## src/rtl/led_scan_capture_pkg.sv

```systemverilog
// led_scan_capture_pkg
//   Shared definitions for the seven-segment display bus.
//   - SEG_0..SEG_F : active-low abcdefg patterns for each hex digit (also used by the display path)
//   - SEG_A..SEG_G : bit positions of each segment inside seg[6:0]
//   - state_t      : reader FSM states
//   - decode_an    : one-hot-low anode decode (blanking/ghosting -> no selection)
package led_scan_capture_pkg;

   localparam int unsigned SEG_A = 6;
   localparam int unsigned SEG_B = 5;
   localparam int unsigned SEG_C = 4;
   localparam int unsigned SEG_D = 3;
   localparam int unsigned SEG_E = 2;
   localparam int unsigned SEG_F_BIT = 1;
   localparam int unsigned SEG_G = 0;

   localparam logic [6:0] SEG_0 = 7'b0000001;
   localparam logic [6:0] SEG_1 = 7'b1001111;
   localparam logic [6:0] SEG_2 = 7'b0010010;
   localparam logic [6:0] SEG_3 = 7'b0000110;
   localparam logic [6:0] SEG_4 = 7'b1001100;
   localparam logic [6:0] SEG_5 = 7'b0100100;
   localparam logic [6:0] SEG_6 = 7'b0100000;
   localparam logic [6:0] SEG_7 = 7'b0001111;
   localparam logic [6:0] SEG_8 = 7'b0000000;
   localparam logic [6:0] SEG_9 = 7'b0000100;
   localparam logic [6:0] SEG_A_PAT = 7'b0001000;
   localparam logic [6:0] SEG_B_PAT = 7'b1100000;
   localparam logic [6:0] SEG_C_PAT = 7'b0110001;
   localparam logic [6:0] SEG_D_PAT = 7'b1000010;
   localparam logic [6:0] SEG_E_PAT = 7'b0110000;
   localparam logic [6:0] SEG_F_PAT = 7'b0111000;

   typedef enum logic [1:0] {
      S_WAIT,
      S_SETTLING,
      S_HELD
   } state_t;

   typedef struct packed {
      logic       sel;
      logic [1:0] idx;
   } digit_sel_t;

   // Exactly one anode low selects that digit; anything else is no selection.
   function automatic digit_sel_t decode_an(input logic [3:0] an);
      digit_sel_t r;
      r = '0;
      case (an)
         4'b1110: r = '{sel: 1'b1, idx: 2'd0};
         4'b1101: r = '{sel: 1'b1, idx: 2'd1};
         4'b1011: r = '{sel: 1'b1, idx: 2'd2};
         4'b0111: r = '{sel: 1'b1, idx: 2'd3};
         default: r = '0;
      endcase
      return r;
   endfunction

endpackage

```

## src/rtl/led_scan_capture_if.sv

```systemverilog
// led_scan_capture_if
//   Display bus as seen by the loopback reader.
//   master : display path side (drives an/seg, observes the capture results)
//   slave  : reader side (samples an/seg, drives value/valid/err/timeout)
interface led_scan_capture_if;
   logic [3:0]  an;
   logic [6:0]  seg;
   logic [15:0] value;
   logic        valid;
   logic        err;
   logic        timeout;

   modport master (output an, seg, input value, valid, err, timeout);
   modport slave  (input an, seg, output value, valid, err, timeout);
endinterface

```

## src/rtl/led_scan_capture_seg7_to_hex.sv

```systemverilog
// seg7_to_hex
//   Combinational inverse of the LED decoder table.
//   seg    : active-low abcdefg pattern
//   nibble : decoded hex digit (0 when ok=0)
//   ok     : pattern is one of the 16 legal digits
module seg7_to_hex
   import led_scan_capture_pkg::*;
(
   input  logic [6:0] seg,
   output logic [3:0] nibble,
   output logic       ok
);
   always_comb begin
      nibble = '0;
      ok     = 1'b1;
      case (seg)
         SEG_0:     nibble = 4'h0;
         SEG_1:     nibble = 4'h1;
         SEG_2:     nibble = 4'h2;
         SEG_3:     nibble = 4'h3;
         SEG_4:     nibble = 4'h4;
         SEG_5:     nibble = 4'h5;
         SEG_6:     nibble = 4'h6;
         SEG_7:     nibble = 4'h7;
         SEG_8:     nibble = 4'h8;
         SEG_9:     nibble = 4'h9;
         SEG_A_PAT: nibble = 4'hA;
         SEG_B_PAT: nibble = 4'hB;
         SEG_C_PAT: nibble = 4'hC;
         SEG_D_PAT: nibble = 4'hD;
         SEG_E_PAT: nibble = 4'hE;
         SEG_F_PAT: nibble = 4'hF;
         default:   ok     = 1'b0;
      endcase
   end
endmodule

```

## src/rtl/led_scan_capture.sv

```systemverilog
// led_scan_capture
//   Reads the multiplexed 4-digit seven-segment bus back into a 16-bit word.
//   clk   : rising-edge clock; an/seg are already synchronous to it
//   reset : asynchronous, active-high
//   bus   : slave modport -- an/seg in; value, valid, err, timeout out
//   SETTLE  : cycles an (an, seg) pair must dwell before it is sampled (2..255)
//   TIMEOUT : cycles from first captured digit before a partial frame is dropped
module led_scan_capture
   import led_scan_capture_pkg::*;
#(
   parameter int unsigned SETTLE  = 4,
   parameter int unsigned TIMEOUT = 65535
) (
   input logic               clk,
   input logic               reset,
   led_scan_capture_if.slave bus
);
   state_t      state_q, state_d;
   logic [3:0]  an_q, an_d;
   logic [6:0]  seg_q, seg_d;
   logic [7:0]  cnt_q, cnt_d;
   logic [3:0]  mask_q, mask_d;
   logic [15:0] slots_q, slots_d;
   logic [15:0] value_q, value_d;
   logic [15:0] tmo_q, tmo_d;
   logic        valid_q, valid_d;
   logic        err_q, err_d;
   logic        timeout_q, timeout_d;

   digit_sel_t  sel;
   logic        same;
   logic        sample;
   logic [3:0]  mask_cap;
   logic [3:0]  nibble;
   logic        hex_ok;

   seg7_to_hex u_dec (
      .seg    (bus.seg),
      .nibble (nibble),
      .ok     (hex_ok)
   );

   always_comb begin
      sel       = decode_an(bus.an);
      same      = (bus.an == an_q) && (bus.seg == seg_q);
      state_d   = state_q;
      an_d      = an_q;
      seg_d     = seg_q;
      cnt_d     = cnt_q;
      slots_d   = slots_q;
      value_d   = value_q;
      valid_d   = 1'b0;
      err_d     = 1'b0;
      timeout_d = 1'b0;
      sample    = 1'b0;
      mask_cap  = mask_q;

      case (state_q)
         S_WAIT: begin
            if (sel.sel) begin
               an_d    = bus.an;
               seg_d   = bus.seg;
               cnt_d   = 8'd1;
               state_d = S_SETTLING;
            end
         end
         S_SETTLING: begin
            // an_q was a valid selection, so "unchanged" implies "still selected".
            if (!same) begin
               cnt_d   = '0;
               state_d = S_WAIT;
            end else if (cnt_q + 8'd1 == SETTLE[7:0]) begin
               cnt_d   = '0;
               sample  = 1'b1;
               state_d = S_HELD;
            end else begin
               cnt_d = cnt_q + 8'd1;
            end
         end
         S_HELD: begin
            if (!same) state_d = S_WAIT;
         end
         default: state_d = S_WAIT;
      endcase

      if (sample) begin
         if (hex_ok) begin
            for (int unsigned i = 0; i < 4; i++) begin
               if (sel.idx == i[1:0]) begin
                  slots_d[i*4 +: 4] = nibble;
                  mask_cap[i]       = 1'b1;
               end
            end
         end else begin
            err_d    = 1'b1;
            mask_cap = '0;
         end
      end

      // Completion outranks timeout; a timeout also drops a concurrent partial capture.
      if (mask_cap == 4'b1111) begin
         value_d = slots_d;
         valid_d = 1'b1;
         mask_d  = '0;
      end else if ((mask_q != '0) && (tmo_q + 16'd1 == TIMEOUT[15:0])) begin
         timeout_d = 1'b1;
         mask_d    = '0;
      end else begin
         mask_d = mask_cap;
      end

      // Counts edges since the first capture of the current partial frame.
      if (mask_d == '0)       tmo_d = '0;
      else if (mask_q != '0)  tmo_d = tmo_q + 16'd1;
      else                    tmo_d = '0;
   end

   always_ff @(posedge clk or posedge reset) begin
      if (reset) begin
         state_q   <= S_WAIT;
         an_q      <= '1;
         seg_q     <= '1;
         cnt_q     <= '0;
         mask_q    <= '0;
         slots_q   <= '0;
         value_q   <= '0;
         tmo_q     <= '0;
         valid_q   <= 1'b0;
         err_q     <= 1'b0;
         timeout_q <= 1'b0;
      end else begin
         state_q   <= state_d;
         an_q      <= an_d;
         seg_q     <= seg_d;
         cnt_q     <= cnt_d;
         mask_q    <= mask_d;
         slots_q   <= slots_d;
         value_q   <= value_d;
         tmo_q     <= tmo_d;
         valid_q   <= valid_d;
         err_q     <= err_d;
         timeout_q <= timeout_d;
      end
   end

   assign bus.value   = value_q;
   assign bus.valid   = valid_q;
   assign bus.err     = err_q;
   assign bus.timeout = timeout_q;
endmodule

```

## src/flat_wrapper.sv

```systemverilog
// flat-port wrapper written by rule: the top's interface ports become plain ports
module led_scan_capture_flat import led_scan_capture_pkg::*;
#(
   parameter int unsigned SETTLE  = 4,
   parameter int unsigned TIMEOUT = 65535
)
  (clk, reset, bus_an, bus_seg, bus_value, bus_valid, bus_err, bus_timeout);
  led_scan_capture_if bus_i ();
  input logic clk;
  input logic reset;
  input wire logic [$bits(bus_i.an)-1:0] bus_an;
  input wire logic [$bits(bus_i.seg)-1:0] bus_seg;
  output wire logic [$bits(bus_i.value)-1:0] bus_value;
  output wire logic [$bits(bus_i.valid)-1:0] bus_valid;
  output wire logic [$bits(bus_i.err)-1:0] bus_err;
  output wire logic [$bits(bus_i.timeout)-1:0] bus_timeout;
  assign bus_i.an = bus_an;
  assign bus_i.seg = bus_seg;
  assign bus_value = bus_i.value;
  assign bus_valid = bus_i.valid;
  assign bus_err = bus_i.err;
  assign bus_timeout = bus_i.timeout;
  led_scan_capture #(.SETTLE(SETTLE), .TIMEOUT(TIMEOUT)) u_core (.clk(clk), .reset(reset), .bus(bus_i));
endmodule
```

## config.mk

```make
export PLATFORM = sky130hd
export DESIGN_NAME = led_scan_capture_flat
export DESIGN_NICKNAME = d
export VERILOG_FILES = /design/src/rtl/led_scan_capture_pkg.sv /design/src/rtl/led_scan_capture_if.sv /design/src/rtl/led_scan_capture_seg7_to_hex.sv /design/src/rtl/led_scan_capture.sv /design/src/flat_wrapper.sv
export SDC_FILE = /design/constraint.sdc
export NUM_CORES = 1
export LEC_CHECK = 0
export ABC_AREA = 1
export BUFFER_PORTS_ARGS = -buffer_cell sky130_fd_sc_hd__buf_2
export CAP_MARGIN = 10
export CORE_MARGIN = 2
export CORE_UTILIZATION = 39
export CTS_CLUSTER_DIAMETER = 80
export CTS_CLUSTER_SIZE = 28
export DETAILED_ROUTE_END_ITERATION = 10
export HOLD_SLACK_MARGIN = 0.05
export PLACE_DENSITY = 0.56
export SETUP_SLACK_MARGIN = 0.1
export SLEW_MARGIN = 15
export SYNTH_ARGS = -nofsm -noshare
export SYNTH_HDL_FRONTEND = slang
export SYNTH_SLANG_ARGS = --single-unit
export TNS_END_PERCENT = 50
```

## constraint.sdc

```tcl
create_clock -name clk -period 2.8 [get_ports clk]
set_clock_uncertainty 0.2 [all_clocks]
set_input_delay 0.14 -clock clk [delete_from_list [all_inputs] [get_ports clk]]
set_output_delay 0.14 -clock clk [all_outputs]
set_load 0.02 [all_outputs]
```

==> parameters.txt <==
Parameter                              Value

Setup path
  Crit path max fanout    19
  Endpoint of the most critical register-to-register path    u_core.tmo_q[9]
  Type of the worst setup path    reg -> reg
  CP Capture Point    u_core.tmo_q[9]
  Depth of the worst register-to-register path    15
  Worst reg-to-reg setup slack    0.26 ns
  Type of element capturing the critical path    flop
  Arrival time at the worst endpoint    2.59 ns
  Required time reported for the critical path endpoint    2.85 ns
  Worst R2R Start    u_core.cnt_q[0]
  Launching element type of the critical path    flop
  Beginning of the critical path    u_core.cnt_q[0]

Drt
  Number of nets with antenna violations after detailed routing    0
  Count of routing violations after the opening detailed-route iteration    178
  Remaining design rule violation count    0
  Via density per instance    4.84
  Total via count in the routed design    3699
  Average wire per standard cell    12.6 um
  Wire length after detailed routing    9.63 mm
  Detailed Routing Iterations Pass 1    7

Logic synthesis
  Number of unique standard cell types used by synthesis    42
  Post-synthesis cell area    4270 um2
  Synthesized instance count    556
  Post-synthesis average cell area    7.68 um2
  Sequential share of the synthesized area    44.9%
  Synth async-reset ratio    100%
  Synthesis Warnings    0
  Post-Synthesis Net Count    572
  Synthesized flop and latch total    76
  Post-synth EDFFs    0
  Primary FF master, synth    sky130_fd_sc_hd__dfrtp_1

GRT
  Antenna violations before repair    0
  Pin count of the biggest net entering global routing    33
  Total congestion overflow after global routing    0
  Via count of the first global-routing pass    3472
  Total track usage    17.5%
  Global-route wire length before repair    16.3 mm

Layout
  Most used cells in the layout excluding fill and tap cells    sky130_fd_sc_hd__nand2_1 (192), sky130_fd_sc_hd__dfrtp_1 (64), sky130_fd_sc_hd__inv_1 (50)
  Final core occ    47.6%
  Fraction of final layout cells sized beyond drive strength 1    22.1%
  Layout-stage area growth over the synthesis result    19.9%
  Final nets    636
  Commonest non-fill, non-tap cell in the layout    sky130_fd_sc_hd__nand2_1
  Fill count    1102
  N_diodes    0
  Count of placed standard cells in the final layout, fillers left out    765

Timing
  Slew at the pin closest to its max-slew limit    0.760 ns
  Minimum clock period    2.54 ns
  RSZ-0062 raised after global routing    no
  Max Fclk    394 MHz
  Count of endpoints failing setup in the final report    0
  Number of hold violations in the final report    0
  Rel. slew slack    49.2%
  Final period util    90.7%
  Aggregate negative setup slack    0 ns
  Setup ws final    0.261 ns
  Pins Over Slew Limit    0

Placed design
  Count of input and output buffers    31
  Routability-driven placement congestion ratio    0.857
  Pre-CTS setup slack    0.0939 ns
  Placed cell count    727
  Total half-perimeter wirelength after legalization and detailed placement    6.86 mm

Worst hold path
  Class of the most critical hold timing path    in -> async

Clocking
  H-Tree Depth    3
  Total number of clock tree sinks    76
  Clock insertion delay at the later pin of the skew report    0.36 ns
  Clock Pin Slew Worst Setup and Hold Paths    0.09 ns
  CTS tree    built
  Number of buffers created by CTS    9
  Number of buffers on the longest clock path    2
  Buffer type at the clock tree root    sky130_fd_sc_hd__clkbuf_8

Pwr
  Overall Power    0.00235 W
  Leak pwr    2.47 nW
  Pwr/cell area    458 nW/um2
  Worst supply voltage drop on vdd    0.305 mV

Floorplan
  Floorplan die area    11800 um2
  Y dimension of the die    109 um
  Width of the chip    109 um
  Std-Cell Core Area    10700 um2
  Rows    38
  Initial cell density of the core    39.7%
  # IOs    32

Outcome
  Result of the run    completed

Flow run
  # Max-Cap Violations    0
-- cell type report --
| type | instances | area [um2] | area share [%] |
|---|---|---|---|
| inverters | 64 | 243 | 4.74 |
| clock buffers | 9 | 124 | 2.42 |
| clock inverters | 7 | 92.6 | 1.81 |
| flip-flops and latches | 76 | 1920 | 37.4 |
| multi-input cells | 406 | 2090 | 40.8 |
| well taps | 140 | 175 | 3.42 |
| repair buffers | 63 | 480 | 9.38 |
-- where the power goes --
part / internal [W] / total, W / switching [W]
registers: 0.00117 / 0.00121 / 0.0000355
logic: 0.0000978 / 0.000234 / 0.000136
clock network: 0.000435 / 0.000906 / 0.000471
total: 0.00170 / 0.00235 / 0.000642
-- sequential cells by signal (all words and copies together) (netlist names) --
register and count:
u_core.an_q 4, u_core.tmo_q 16, u_core.bus.err 1, u_core.bus.valid 1, u_core.bus.timeout 1, u_core.seg_q 7
u_core.state_q 2, u_core.mask_q 4, u_core.cnt_q 8, u_core.bus.value 16, u_core.slots_q 16
-- cells in the mapped netlist, drive strengths merged (2+ instances only) --
master    n  area [um2]
xnor2     8        70.1
o21bai    2        15.0
xor2      4        35.0
nor2     51         262
nor3     26         140
inv      61         229
nand4     9        62.6
ha        3        37.5
clkinv    3        11.3
nand2   200         780
nand3    35         195
dfstp    11         289
nor4      2        12.5
clkbuf    3        11.3
dfrtp    65        1630
a21oi    20         138
o21ai    37         215
buf       7        75.1
o22ai     3        18.8
-- worst min-delay path by stage --
| stage | from | slack [ns] | to | depth (start not counted) |
|---|---|---|---|---|
| CTS | u_core.bus.value[13] | 0.29 | u_core.bus.value[13] | 2 |
| finish | reset | 0.26 | u_core.bus.err | 3 |
| global placement | reset | 0.11 | u_core.cnt_q[5] | 2 |
| global route | reset | 0.32 | u_core.bus.value[15] | 3 |
| detailed placement | reset | 0.13 | u_core.bus.err | 2 |
| floorplan | bus_seg[2] | 0.07 | u_core.seg_q[2] | 2 |
-- kinds of logic (layout without fill, tap and decap cells) --
kind of cell / after synthesis / after routing / synth area share (%)
AOI/OAI and AO/OA: 65 / 65 / 9.67
xor gates and xnor gates: 12 / 12 / 2.46
adders and majority gates: 3 / 3 / 0.879
buffers and inverters: 74 / 143 / 7.65
DFF: 76 / 76 / 44.9
and+or+nand+nor: 326 / 326 / 34.5
-- repair_timing --
| item | CTS | global route |
|---|---|---|
| gates resized for setup | 2 | 14 |
| endpoints found under the hold margin | 41 | 0 |
| hold buffers | 12 | 0 |
| buffers inserted | 0 | 9 |
| gates cloned | 0 | 1 |
| pin swaps | 0 | 6 |
| setup endpoints to repair | 13 | 36 |
-- worst max-delay path, cell delays in order (launching register included) --
cell and delay (ns):
sky130_fd_sc_hd__dfrtp_1 0.43, sky130_fd_sc_hd__ha_4 0.18, sky130_fd_sc_hd__nand3_2 0.09, sky130_fd_sc_hd__nor2_1 0.10, sky130_fd_sc_hd__nand2_1 0.07, sky130_fd_sc_hd__nand2_1 0.08
sky130_fd_sc_hd__nand3_1 0.12, sky130_fd_sc_hd__nor2_4 0.18, sky130_fd_sc_hd__nand3_2 0.11, sky130_fd_sc_hd__nand2_1 0.10, sky130_fd_sc_hd__nand2_1 0.13, sky130_fd_sc_hd__nor2_8 0.14
sky130_fd_sc_hd__nand2_8 0.13, sky130_fd_sc_hd__o21ai_4 0.12, sky130_fd_sc_hd__clkbuf_16 0.21, sky130_fd_sc_hd__a21oi_2 0.05
-- routing by layer --
layer | GRT usage (%) | wire, um | up-vias
met2 | 29.0 | 4590 | 52
met3 | 3.05 | 268 | 8
met4 | 5.22 | 110 | 0
met1 | 23.6 | 4670 | 1737
li1 | - | - | 1902
met5 | 0 | 0 | -
-- metrics by stage --
| step | hold slack, ns | instance area [um2] |
|---|---|---|
| final | 0.265 | 5120 |
| after global routing | 0.322 | 5120 |
| after CTS | 0.294 | 4970 |
| after detailed placement | 0.131 | 4630 |
| after global placement | 0.113 | 4630 |
| after floorplan | 0.0718 | 4270 |
No activity file was read; power rests on OpenSTA's default activity.
